===== src/rtl/uart_div_pkg.sv =====
// Shared definitions for the UART division service: frame geometry,
// sequencer state encoding and the reply byte selector.
package uart_div_pkg;

  localparam int BIT_MAX         = 16;
  localparam int FRAME_BYTES     = 4;
  localparam int TIMEOUT_CYC_DEF = 5_000_000;  // 100 ms at 50 MHz

  typedef enum logic [2:0] {
    ST_RX,
    ST_CHECK,
    ST_DIV_WAIT,
    ST_TX_SEND,
    ST_TX_HOLD,
    ST_TX_WAIT
  } state_t;

  // Reply byte order is q low, q high, r low, r high.
  function automatic logic [7:0] reply_byte(input logic [1:0]  k,
                                            input logic [15:0] q,
                                            input logic [15:0] r);
    logic [7:0] b;
    case (k)
      2'd0:    b = q[7:0];
      2'd1:    b = q[15:8];
      2'd2:    b = r[7:0];
      default: b = r[15:8];
    endcase
    return b;
  endfunction

endpackage


===== src/rtl/seq_div16.sv =====
// Restoring divider, one quotient bit per clock. Loads on div_start and
// pulses div_done BIT_MAX+1 clocks after div_start rises. The caller
// never starts it with b == 0.
module seq_div16
  import uart_div_pkg::*;
(
  input  logic        clk,
  input  logic        rst,
  input  logic        div_start,
  input  logic [15:0] a,
  input  logic [15:0] b,
  output logic        div_done,
  output logic [15:0] q,
  output logic [15:0] r
);

  logic [15:0] dvs;
  logic [3:0]  cnt;
  logic        run;
  logic [16:0] shifted;
  logic [15:0] rem_sub;
  logic        fits;

  // Trial subtraction: the partial remainder is always below the divisor,
  // so the restored difference fits in 16 bits.
  always_comb begin
    shifted = {r, q[15]};
    fits    = shifted >= {1'b0, dvs};
    rem_sub = shifted[15:0] - dvs;
  end

  // Load operands, then shift/subtract one bit per clock.
  always_ff @(posedge clk) begin
    if (rst) begin
      dvs      <= '0;
      cnt      <= '0;
      run      <= 1'b0;
      q        <= '0;
      r        <= '0;
      div_done <= 1'b0;
    end else begin
      div_done <= 1'b0;
      if (div_start) begin
        q   <= a;
        r   <= '0;
        dvs <= b;
        cnt <= '0;
        run <= 1'b1;
      end else if (run) begin
        if (fits) begin
          r <= rem_sub;
          q <= {q[14:0], 1'b1};
        end else begin
          r <= shifted[15:0];
          q <= {q[14:0], 1'b0};
        end
        cnt <= cnt + 4'd1;
        if (cnt == 4'(BIT_MAX - 1)) begin
          run      <= 1'b0;
          div_done <= 1'b1;
        end
      end
    end
  end

endmodule


===== src/rtl/uart_div_sched.sv =====
// Frame sequencer: collects a 4-byte {a, b} request from the UART
// receiver, divides a by b, and sends {q, r} back through the UART
// transmitter handshake while showing the quotient on the LEDs.
module uart_div_sched
  import uart_div_pkg::*;
#(
  parameter int TIMEOUT_CYC = TIMEOUT_CYC_DEF
) (
  input  logic        clk,
  input  logic        rst,
  input  logic        rx_valid,
  input  logic [7:0]  rx_data,
  input  logic        tx_busy,
  output logic        tx_start,
  output logic [7:0]  tx_data,
  output logic [23:0] y_to_led,
  output logic        div0_err,
  output logic        frame_err,
  output logic        rx_overrun,
  output logic        busy
);

  localparam int TW = $clog2(TIMEOUT_CYC);

  state_t        state;
  logic [1:0]    idx;
  logic [1:0]    k;
  logic [TW-1:0] tout;
  logic [15:0]   a;
  logic [15:0]   b;
  logic [15:0]   q;
  logic [15:0]   r;
  logic          div_start;
  logic          div_done;
  logic [15:0]   dq;
  logic [15:0]   dr;

  // Started straight out of CHECK so the divider loads on the same edge
  // that moves the sequencer into DIV_WAIT.
  assign div_start = (state == ST_CHECK) && (b != 16'd0);
  assign busy      = (state != ST_RX);

  seq_div16 u_div (
    .clk       (clk),
    .rst       (rst),
    .div_start (div_start),
    .a         (a),
    .b         (b),
    .div_done  (div_done),
    .q         (dq),
    .r         (dr)
  );

  // Sequencer: receive, divide, transmit; status pulses default low.
  always_ff @(posedge clk) begin
    if (rst) begin
      state      <= ST_RX;
      idx        <= '0;
      k          <= '0;
      tout       <= '0;
      a          <= '0;
      b          <= '0;
      q          <= '0;
      r          <= '0;
      tx_start   <= 1'b0;
      tx_data    <= '0;
      y_to_led   <= '0;
      div0_err   <= 1'b0;
      frame_err  <= 1'b0;
      rx_overrun <= 1'b0;
    end else begin
      // NOTE: non-blocking assignments so every branch below sees the
      // pre-edge register values, independent of statement order.
      tx_start   <= 1'b0;
      frame_err  <= 1'b0;
      rx_overrun <= 1'b0;
      if (rx_valid && state != ST_RX) rx_overrun <= 1'b1;

      case (state)
        ST_RX: begin
          if (rx_valid) begin
            tout <= '0;
            case (idx)
              2'd0: begin
                a[7:0]   <= rx_data;
                div0_err <= 1'b0;
              end
              2'd1:    a[15:8] <= rx_data;
              2'd2:    b[7:0]  <= rx_data;
              default: b[15:8] <= rx_data;
            endcase
            idx <= idx + 2'd1;
            if (idx == 2'(FRAME_BYTES - 1)) state <= ST_CHECK;
          end else if (idx != 2'd0) begin
            if (tout == TW'(TIMEOUT_CYC - 1)) begin
              idx       <= '0;
              tout      <= '0;
              frame_err <= 1'b1;
            end else begin
              tout <= tout + 1'b1;
            end
          end
        end

        ST_CHECK: begin
          k <= '0;
          if (b == 16'd0) begin
            q        <= 16'hFFFF;
            r        <= a;
            y_to_led <= {8'h00, 16'hFFFF};
            div0_err <= 1'b1;
            state    <= ST_TX_SEND;
          end else begin
            state <= ST_DIV_WAIT;
          end
        end

        ST_DIV_WAIT: begin
          if (div_done) begin
            q        <= dq;
            r        <= dr;
            y_to_led <= {8'h00, dq};
            state    <= ST_TX_SEND;
          end
        end

        ST_TX_SEND: begin
          if (!tx_busy) begin
            tx_data  <= reply_byte(k, q, r);
            tx_start <= 1'b1;
            state    <= ST_TX_HOLD;
          end
        end

        // Gives the transmitter one clock to raise tx_busy.
        ST_TX_HOLD: state <= ST_TX_WAIT;

        ST_TX_WAIT: begin
          if (!tx_busy) begin
            if (k == 2'(FRAME_BYTES - 1)) begin
              k     <= '0;
              idx   <= '0;
              state <= ST_RX;
            end else begin
              k     <= k + 2'd1;
              state <= ST_TX_SEND;
            end
          end
        end

        default: state <= ST_RX;
      endcase
    end
  end

endmodule


===== config.mk =====
export PLATFORM = sky130hd
export DESIGN_NAME = uart_div_sched
export DESIGN_NICKNAME = d
export VERILOG_FILES = /design/src/rtl/uart_div_pkg.sv /design/src/rtl/seq_div16.sv /design/src/rtl/uart_div_sched.sv
export SDC_FILE = /design/constraint.sdc
export NUM_CORES = 1
export LEC_CHECK = 0
export ABC_AREA = 1
export CAP_MARGIN = 20
export CORE_UTILIZATION = 35
export DETAILED_ROUTE_END_ITERATION = 8
export GPL_TIMING_DRIVEN = 0
export RECOVER_POWER = 50
export SYNTH_ARGS = -nofsm -noshare
export SYNTH_HDL_FRONTEND = slang
export SYNTH_SLANG_ARGS = --single-unit

===== constraint.sdc =====
create_clock -name clk -period 5 [get_ports clk]
set_input_delay 0.5 -clock clk [delete_from_list [all_inputs] [get_ports clk]]
set_output_delay 0.5 -clock clk [all_outputs]
set_load 0.02 [all_outputs]

======== After elaboration in Yosys (flattened, before gate mapping) ========
Cells that the tools add are included.
storage, ports and cells
  register bits ........................... 184
  output and inout port bits .............. 37
  logic and storage cells ................. 133
cells by class
  add/subtract/negate cells ............... 5
  $lt $le $gt $ge ......................... 1
  eq/ne operators ......................... 23
  mux-type cells .......................... 45
  bitwise gates (word level) .............. 6
  reduce and logical (&&, ||, !) cells .... 31
operators with widths
  operator                 count
  $mux W16                 7
  $mux W23                 3
  $pmux W16 S2             2
  $mux W24                 2
  $pmux W24 S2             1
  $pmux W8 S3              1
  $add A23 B1 Y23 const B  1
  $eq A23 B23 Y1 const B   1
  $pmux W3 S6              1
  $ge A17 B16 Y1           1
  $logic_not A16 Y1        1
  $mux W2                  8
  $reduce_bool A16 Y1      1
  $sub A16 B16 Y16         1
  $mux W3                  5
  $reduce_and A3 Y1        5
  $reduce_bool A2 Y1       7
  $mux W1                  12
  $ne A2 B2 Y1 const B     5
  $reduce_and A5 Y1        2
  $eq A2 B2 Y1 const B     4
  $pmux W2 S2              2
  $eq A3 B2 Y1 const B     2
  $eq A3 B3 Y1 const B     2
  other kinds (18)         34

======== Depth between registers and ports, before layout ========
Gate-level depths: netlist of the first run.
  word-level depth ........................ 5
  depth in mapped cells ................... 14
  depth with buffers taken out ............ 13

======== By module ========
From an unflattened synthesis of the first run, not the netlist that was laid out.
unflattened totals
  cell total of the unflattened synthesis .. 1209
  area total of the unflattened synthesis .. 8568.2 µm²
by module, submodules not included
  module          times used  cells an instance  area each (µm²)  seq. area each (µm²)
  uart_div_sched  1           719                5139.9           2122.0
  seq_div16       1           490                3428.3           1081.0

======== Least setup slack after synthesis of the first run ========
OpenSTA, ideal clock, no wires.
  path kind ............................... register to register
  start point ............................. register u_div.dvs[12]
  end point ............................... register u_div.r[8]
  arrival time ............................ 1.748 ns
  data required time ...................... 4.930 ns
  setup slack ............................. 3.181 ns
  cell stages (with the launch flop) ...... 15
  path buffers ............................ 1
  period minus slack after synthesis ...... 1.819 ns
  cell sequence ........................... dfxtp_1 -> inv_1 -> ha_1 -> nand2_1 -> inv_1 -> nand2_1 -> nand2_1 -> nand2_1 -> nand2_1 -> nor2_2 -> nand2_2 -> buf_6 -> nand2_1 -> nand3_1 -> a21oi_1
on the way
  word-level cells in the longest chain between the ends .. 2
ends and longest elaborated chain
  item                    line             RTL
  from (decl)             seq_div16.sv:17  logic [15:0] dvs;
  from (signal assigned)  seq_div16.sv:35  dvs <= '0;
  from (signal assigned)  seq_div16.sv:46  dvs <= b;
  $ge A17 B16 Y1          seq_div16.sv:28  fits = shifted >= {1'b0, dvs};
  $mux W16                seq_div16.sv:50  if (fits) begin
  to (signal assigned)    seq_div16.sv:51  r <= rem_sub;
  to (signal assigned)    seq_div16.sv:54  r <= shifted[15:0];
  to (decl)               seq_div16.sv:14  output logic [15:0] r
No other way between the ends.
A chain may end at the register's enable or synchronous reset.

======== Worst setup path in the final report of the first run ========
  start point ............................. register state[0]
  end point ............................... register r[11]
on the way
  word-level cells in the longest chain between the ends .. 3
ends and longest elaborated chain
  item                                                                 line                   RTL
  from (decl)                                                          uart_div_sched.sv:25   state_t state;
  from (signal assigned)                                               uart_div_sched.sv:57   state <= ST_RX;
  from (signal assigned)                                               uart_div_sched.sv:93   if (idx == 2'(FRAME_BYTES - 1)) state <= ST_CHECK;
  from (signal assigned)                                               uart_div_sched.sv:112  state <= ST_TX_SEND;
  $eq A3 B2 Y1 / $eq A3 B1 Y1 (equally long branches)                  uart_div_sched.sv:79   case (state)
  $ne A2 B1 Y1 (no line) / $reduce_bool A2 Y1 (equally long branches)  --
  $reduce_and A3 Y1 (no line)                                          --
  to (signal assigned)                                                 uart_div_sched.sv:121  r <= dr;
  to (decl)                                                            uart_div_sched.sv:32   logic [15:0] r;
Parallel ways exist; a longest one is shown, timed or not.

==> flow_metrics.tcl, run 1 <==
set metrics [dict create \
    cts_buffers 17 \
    final_common_cell "nand2_1" \
    cp_cell_sequence "inv_1 > nor3_1 > nand2_1 > nand3_1 > clkbuf_1 > clkbuf_1 > nand2_1 > a21oi_1" \
    cts_tree "yes" \
    cts_resized 0 \
    report.final.slew_viol_count 0 \
    worst_slack_ns 2.01 \
    cp-end-kind "flip-flop" \
    overflow 0 \
    synth_area_sq_um 8110 \
    tns_ns 0 \
    comb_power_share_pct 28.5 \
    final_hold_viol_count 0 \
    ant_nets 0 \
    ff2ff_setup_slack_ns 2.01 \
    drc 0 \
    swShare_pct 33.9 \
    r2r-start "state[0]" \
    grt_pass1_vias 7167 \
    p_clk_share_pct 35.2 \
    rows 55 \
    route.vias.total 7782 \
    cts_setup_buffers 0 \
    synth.avg_cell_area_sq_um 6.87 \
    fin_worst_skew_ns 0.00955 \
    seqPwrFrac_pct 36.3 \
    ys_seq_area_share_pct 39.5 \
    internal_power_uw 2500 \
    io_buffers 39 \
    initial_core_util_pct 35.7 \
    clock_sinks 160 \
    timing.fmax_mhz 335 \
    die_x_um 154 \
    grt_pass1_wl_um 37100 \
    slowest_delay_ns 0.64 \
    grt_max_degree 17 \
    dp_cells 1512 \
    cp.required_ns 5.35 \
    cp_max_fo 10 \
    p_per_area_nw_per_um2 400 \
    netlist-cell-type-count 42 \
    die_h_um 154 \
    ys_ff_latch 160 \
    worstRegToRegCells 8 \
    dpl_cell_area_sq_um 8890 \
    pre_cts_slack_ns 2.60 \
    syn-instance-count 1181 \
    holdCritPathClass "reg -> reg" \
    worstMarginPinSlew_ns 0.815 \
    routed_wl_um 23100 \
    status "finished, final reports clean" \
    crit_path_top_delay_cell "nor3_1" \
    rsz0062_at_grt "no" \
    area_growth_pct 16.6 \
    worstPathArrival_ns 3.34 \
    antenna_cells 0 \
    start_kind "flip-flop" \
    htreeDepth 4 \
    power_switching_uw 1280 \
    leakage_uw 0.00388 \
    track_usage_pct 19.9 \
    gp_congestion 0.881 \
    reg2reg_to "r[11]" \
    drtIter0Drc 525 \
    setup_viol 0 \
    maxSlewHeadroom_pct 45.3 \
    ys_warn_count 0 \
    drv_cap 0 \
    fin_nets 1286 \
    crit_type "reg -> reg" \
    drt-vias-per-instance 5.04 \
    drive_gt1_share_pct 4.77 \
    die-area_sq_um 23800 \
    antenna_found_initial 0 \
    routedWlPerCell_um 15.0 \
    min_period_ns 2.99 \
    core_area_sq_um 22700 \
    postCtsHoldBufs 0 \
    endpoint "r[11]" \
    dpl.hpwl_um 18100 \
    final_cell_mix "nand2_1, dfxtp_1, inv_1" \
    insertion_delay_ns 0.43 \
    root_buffer "clkbuf_16" \
    path_clk_slew_ns 0.06 \
    fin_crit_sh_pct 59.8 \
    io_pins 49 \
    cts_max_path_buffers 2 \
    final_cells 1544 \
    holdPathStages 2 \
    postLayoutCellArea_sq_um 9460 \
    peakVddDrop_uv 232 \
    dr.pass1.iters 5 \
    crit_start "state[0]" \
]
## state kept, by name, summed over array words and instances, names as in the netlist
signal,count
tx_start,1
a,16
tx_data,8
b,16
k,2
u_div.dvs,16
r,16
u_div.cnt,4
u_div.run,1
div0_err,1
u_div.r,16
u_div.q,16
u_div.div_done,1
state,3
frame_err,1
tout,23
y_to_led,16
rx_overrun,1
idx,2
## worst min-delay path by stage
| stage | start | slack [ns] | end |
|---|---|---|---|
| floorplan | u_div.dvs[10] | 0.43 | u_div.dvs[10] |
| global placement | u_div.dvs[13] | 0.45 | u_div.dvs[13] |
| detailed placement | r[0] | 0.45 | r[0] |
| CTS | r[0] | 0.46 | r[0] |
| global route | r[0] | 0.49 | r[0] |
| finish | r[6] | 0.46 | r[6] |
## critical path, delay by kind of cell, from the launching register on
| kind | cells | cell delay [ns] |
|---|---|---|
| AND/OR/NAND/NOR | 4 | 1.44 |
| buffers and inverters | 3 | 0.91 |
| flip-flops | 1 | 0.41 |
| AO/OA/AOI/OAI | 1 | 0.15 |
## metal layers
metal	track usage, %	wire length (um)
met1	27.3	11100
met2	31.9	10400
met5	0	0
met4	5.23	333
met3	3.78	1280
## layout make-up
type	instances	area, sq um
buffer	60	273
clock buffer	22	464
clock inverter	10	135
fill	2417	13300
inverter	155	582
multi-input combinational	813	4050
sequential	160	3200
tap	285	357
timing repair buffer	39	390
## cell families after synthesis
family                   after synthesis  share of synthesized area (%)
AO/OA/AOI/OAI                        241                           16.1
XOR/XNOR                              16                           1.73
buffers and inverters                215                           10.7
flip-flops                           160                           39.5
adder cells (fa/ha/maj)               28                           4.41
AND/OR/NAND/NOR                      519                           27.4
other                                  1                         0.0462
multiplexers                           1                          0.123
## Yosys cell counts (all sizes together)
library cell / instances / area, sq um
nand3b: 1 / 7.51
a31o: 2 / 17.5
nor3b: 1 / 7.51
nand3: 125 / 636
o31ai: 1 / 7.51
a21oi: 126 / 642
ha: 27 / 338
conb: 1 / 3.75
nand4: 13 / 81.3
buf: 26 / 161
a211oi: 16 / 120
xor2: 10 / 87.6
clkinv: 3 / 11.3
nand2: 270 / 1020
and2: 2 / 12.5
nor2: 81 / 307
o22ai: 7 / 43.8
xnor2: 6 / 52.6
clkbuf: 34 / 128
a31oi: 16 / 100
mux2i: 1 / 10.0
nor3: 22 / 125
dfxtp: 160 / 3200
o21bai: 1 / 7.51
inv: 152 / 571
and3: 1 / 6.26
or2: 3 / 18.8
fa: 1 / 20.0
o32ai: 1 / 8.76
o21ai: 71 / 359
## power by group through the flow
stage / clock [uW] / sequential, uW / combinational (uW)
floorplan: 0 / 1400 / 775
global placement: 0 / 1400 / 1070
detailed placement: 0 / 1400 / 1080
CTS: 1350 / 1370 / 1080
global route: 1410 / 1380 / 1210
finish: 1330 / 1370 / 1080
## per-stage QoR
step	hold slack, ns	util, %	power [uW]
after floorplan	0.433	-	2180
after global placement	0.453	39.1	2460
after detailed placement	0.455	39.1	2480
after CTS	0.464	41.8	3800
after global routing	0.487	41.6	4000
final	0.465	41.6	3780
Power figures use the tool's default switching activity.
==> inputs of run 2 (changes only) <==
Clock period 5 ns to 2.4 ns, I/O delays scaled along.
==> run 2 against run 1 <==
Combinational power increased by 110%. Highest routed layer unchanged. Largest cell class unchanged. Critical path depth is the same. Sequential share of layout area fell by 0.16 points.
==> flow_metrics.tcl, run 2 (synthesized netlist as in run 1, its figures left out) <==
set metrics [dict create \
    htreeDepth 4 \
    hp-start "rst" \
    insertion_delay_ns 0.43 \
    cp-end-kind "flip-flop" \
    status "finished, final reports clean" \
    die_x_um 154 \
    drtIter0Drc 577 \
    cp.required_ns 2.70 \
    dpl.hpwl_um 18100 \
    final_hold_viol_count 0 \
    worstMarginPinSlew_ns 0.670 \
    grt_max_degree 17 \
    die_h_um 154 \
    final_cell_mix "nand2_1, dfxtp_1, inv_1" \
    holdCritPathClass "in -> reg" \
    timing.fmax_mhz 457 \
    p_per_area_nw_per_um2 835 \
    cp_cell_sequence "nor2_1 > nand2_1 > nor2_1 > clkbuf_1 > nand2_1 > clkbuf_1 > o21ai_0 > a21oi_1" \
    die-area_sq_um 23800 \
    fin_worst_skew_ns 0.00909 \
    core_area_sq_um 22700 \
    drc 0 \
    dp_cells 1512 \
    final_common_cell "nand2_1" \
    postLayoutCellArea_sq_um 9500 \
    rows 55 \
    maxSlewHeadroom_pct 55.4 \
    clock_sinks 160 \
    antenna_found_initial 0 \
    largest_reg_flops 23 \
    cp_max_fo 10 \
    report.final.slew_viol_count 0 \
    io_buffers 39 \
    antenna_cells 0 \
    leakage_uw 0.00391 \
    path_clk_slew_ns 0.06 \
    cts_tree "yes" \
    initial_core_util_pct 35.7 \
    dr.pass1.iters 7 \
    cts_buffers 17 \
    min_period_ns 2.19 \
    ff2ff_setup_slack_ns 0.21 \
    setup_viol 0 \
    io_pins 49 \
    gp_congestion 0.881 \
    rsz0062_at_grt "no" \
    routedWlPerCell_um 15.0 \
    crit_path_top_delay_cell "dfxtp_1" \
    ant_nets 0 \
    grt_pass1_vias 7167 \
    crit_type "reg -> reg" \
    worstRegToRegCells 8 \
    cts_resized 0 \
    drt-vias-per-instance 5.06 \
    r2r-start "state[1]" \
    pre_cts_slack_ns 0.167 \
    start_kind "flip-flop" \
    fin_crit_sh_pct 91.2 \
    worst_slack_ns 0.210 \
    fin_nets 1286 \
    peakVddDrop_uv 484 \
    cts_max_path_buffers 2 \
    root_buffer "clkbuf_16" \
    route.vias.total 7818 \
    track_usage_pct 19.9 \
    postCtsHoldBufs 0 \
    overflow 0 \
    top_register "tout" \
    dpl_cell_area_sq_um 8890 \
    worstPathArrival_ns 2.49 \
    final_cells 1544 \
    tns_ns 0 \
    routed_wl_um 23200 \
    holdPathStages 2 \
    grt_pass1_wl_um 37100 \
    hold_end "u_div.dvs[3]" \
    reg2reg_to "b[13]" \
    cts_setup_buffers 0 \
    drv_cap 0 \
    slowest_delay_ns 0.38 \
    post-route-util_pct 41.8 \
    area_growth_pct 17.1 \
    drive_gt1_share_pct 5.32 \
]
## run 2: layout make-up
cell class,count,area (sq um)
clock inverters,10,135
well taps,285,357
plain buffers,60,282
multi-input cells,813,4090
clock buffers,22,464
flip-flops and latches,160,3200
repair buffers,39,390
inverters,155,582
fillers,2415,13200
## run 2: per-layer routing
| metal | GRT usage, % | part of all wire, % |
|---|---|---|
| met1 | 27.3 | 48 |
| met4 | 5.23 | 1.4 |
| met3 | 3.78 | 5.9 |
| met5 | 0 | 0 |
| met2 | 31.9 | 45 |
## run 2: worst max-delay path by stage
| stage | startpoint | end | slack, ns |
|---|---|---|---|
| 5_1_grt | state[1] | b[13] | 0.01 |
| 4_1_cts | idx[0] | tout[17] | 0.14 |
| 3_3_place_gp | idx[0] | tout[17] | 0.18 |
| 3_5_place_dp | idx[0] | tout[17] | 0.17 |
| 6_report | state[1] | b[13] | 0.21 |
| 2_1_floorplan | u_div.dvs[12] | u_div.r[8] | 0.58 |
## run 2: where the power goes
part | total (uW) | switching (uW) | internal [uW]
Clock | 2780 | 1090 | 1690
Sequential | 2860 | 85.4 | 2770
Combinational | 2300 | 1520 | 779
Total | 7940 | 2700 | 5240
## run 2: worst max-delay path: cells and delay by family (launching register included)
family          cells  cell delay, ns
simple gates        4            0.81
buf+inv             2            0.62
flops               1            0.38
compound gates      2            0.25
## run 2: per-stage QoR
step / total power [uW] / hold slack, ns
floorplan: 4540 / 0.405
finish: 7940 / 0.428
detailed placement: 5160 / 0.455
global route: 8390 / 0.458
CTS: 7910 / 0.419
global placement: 5130 / 0.453
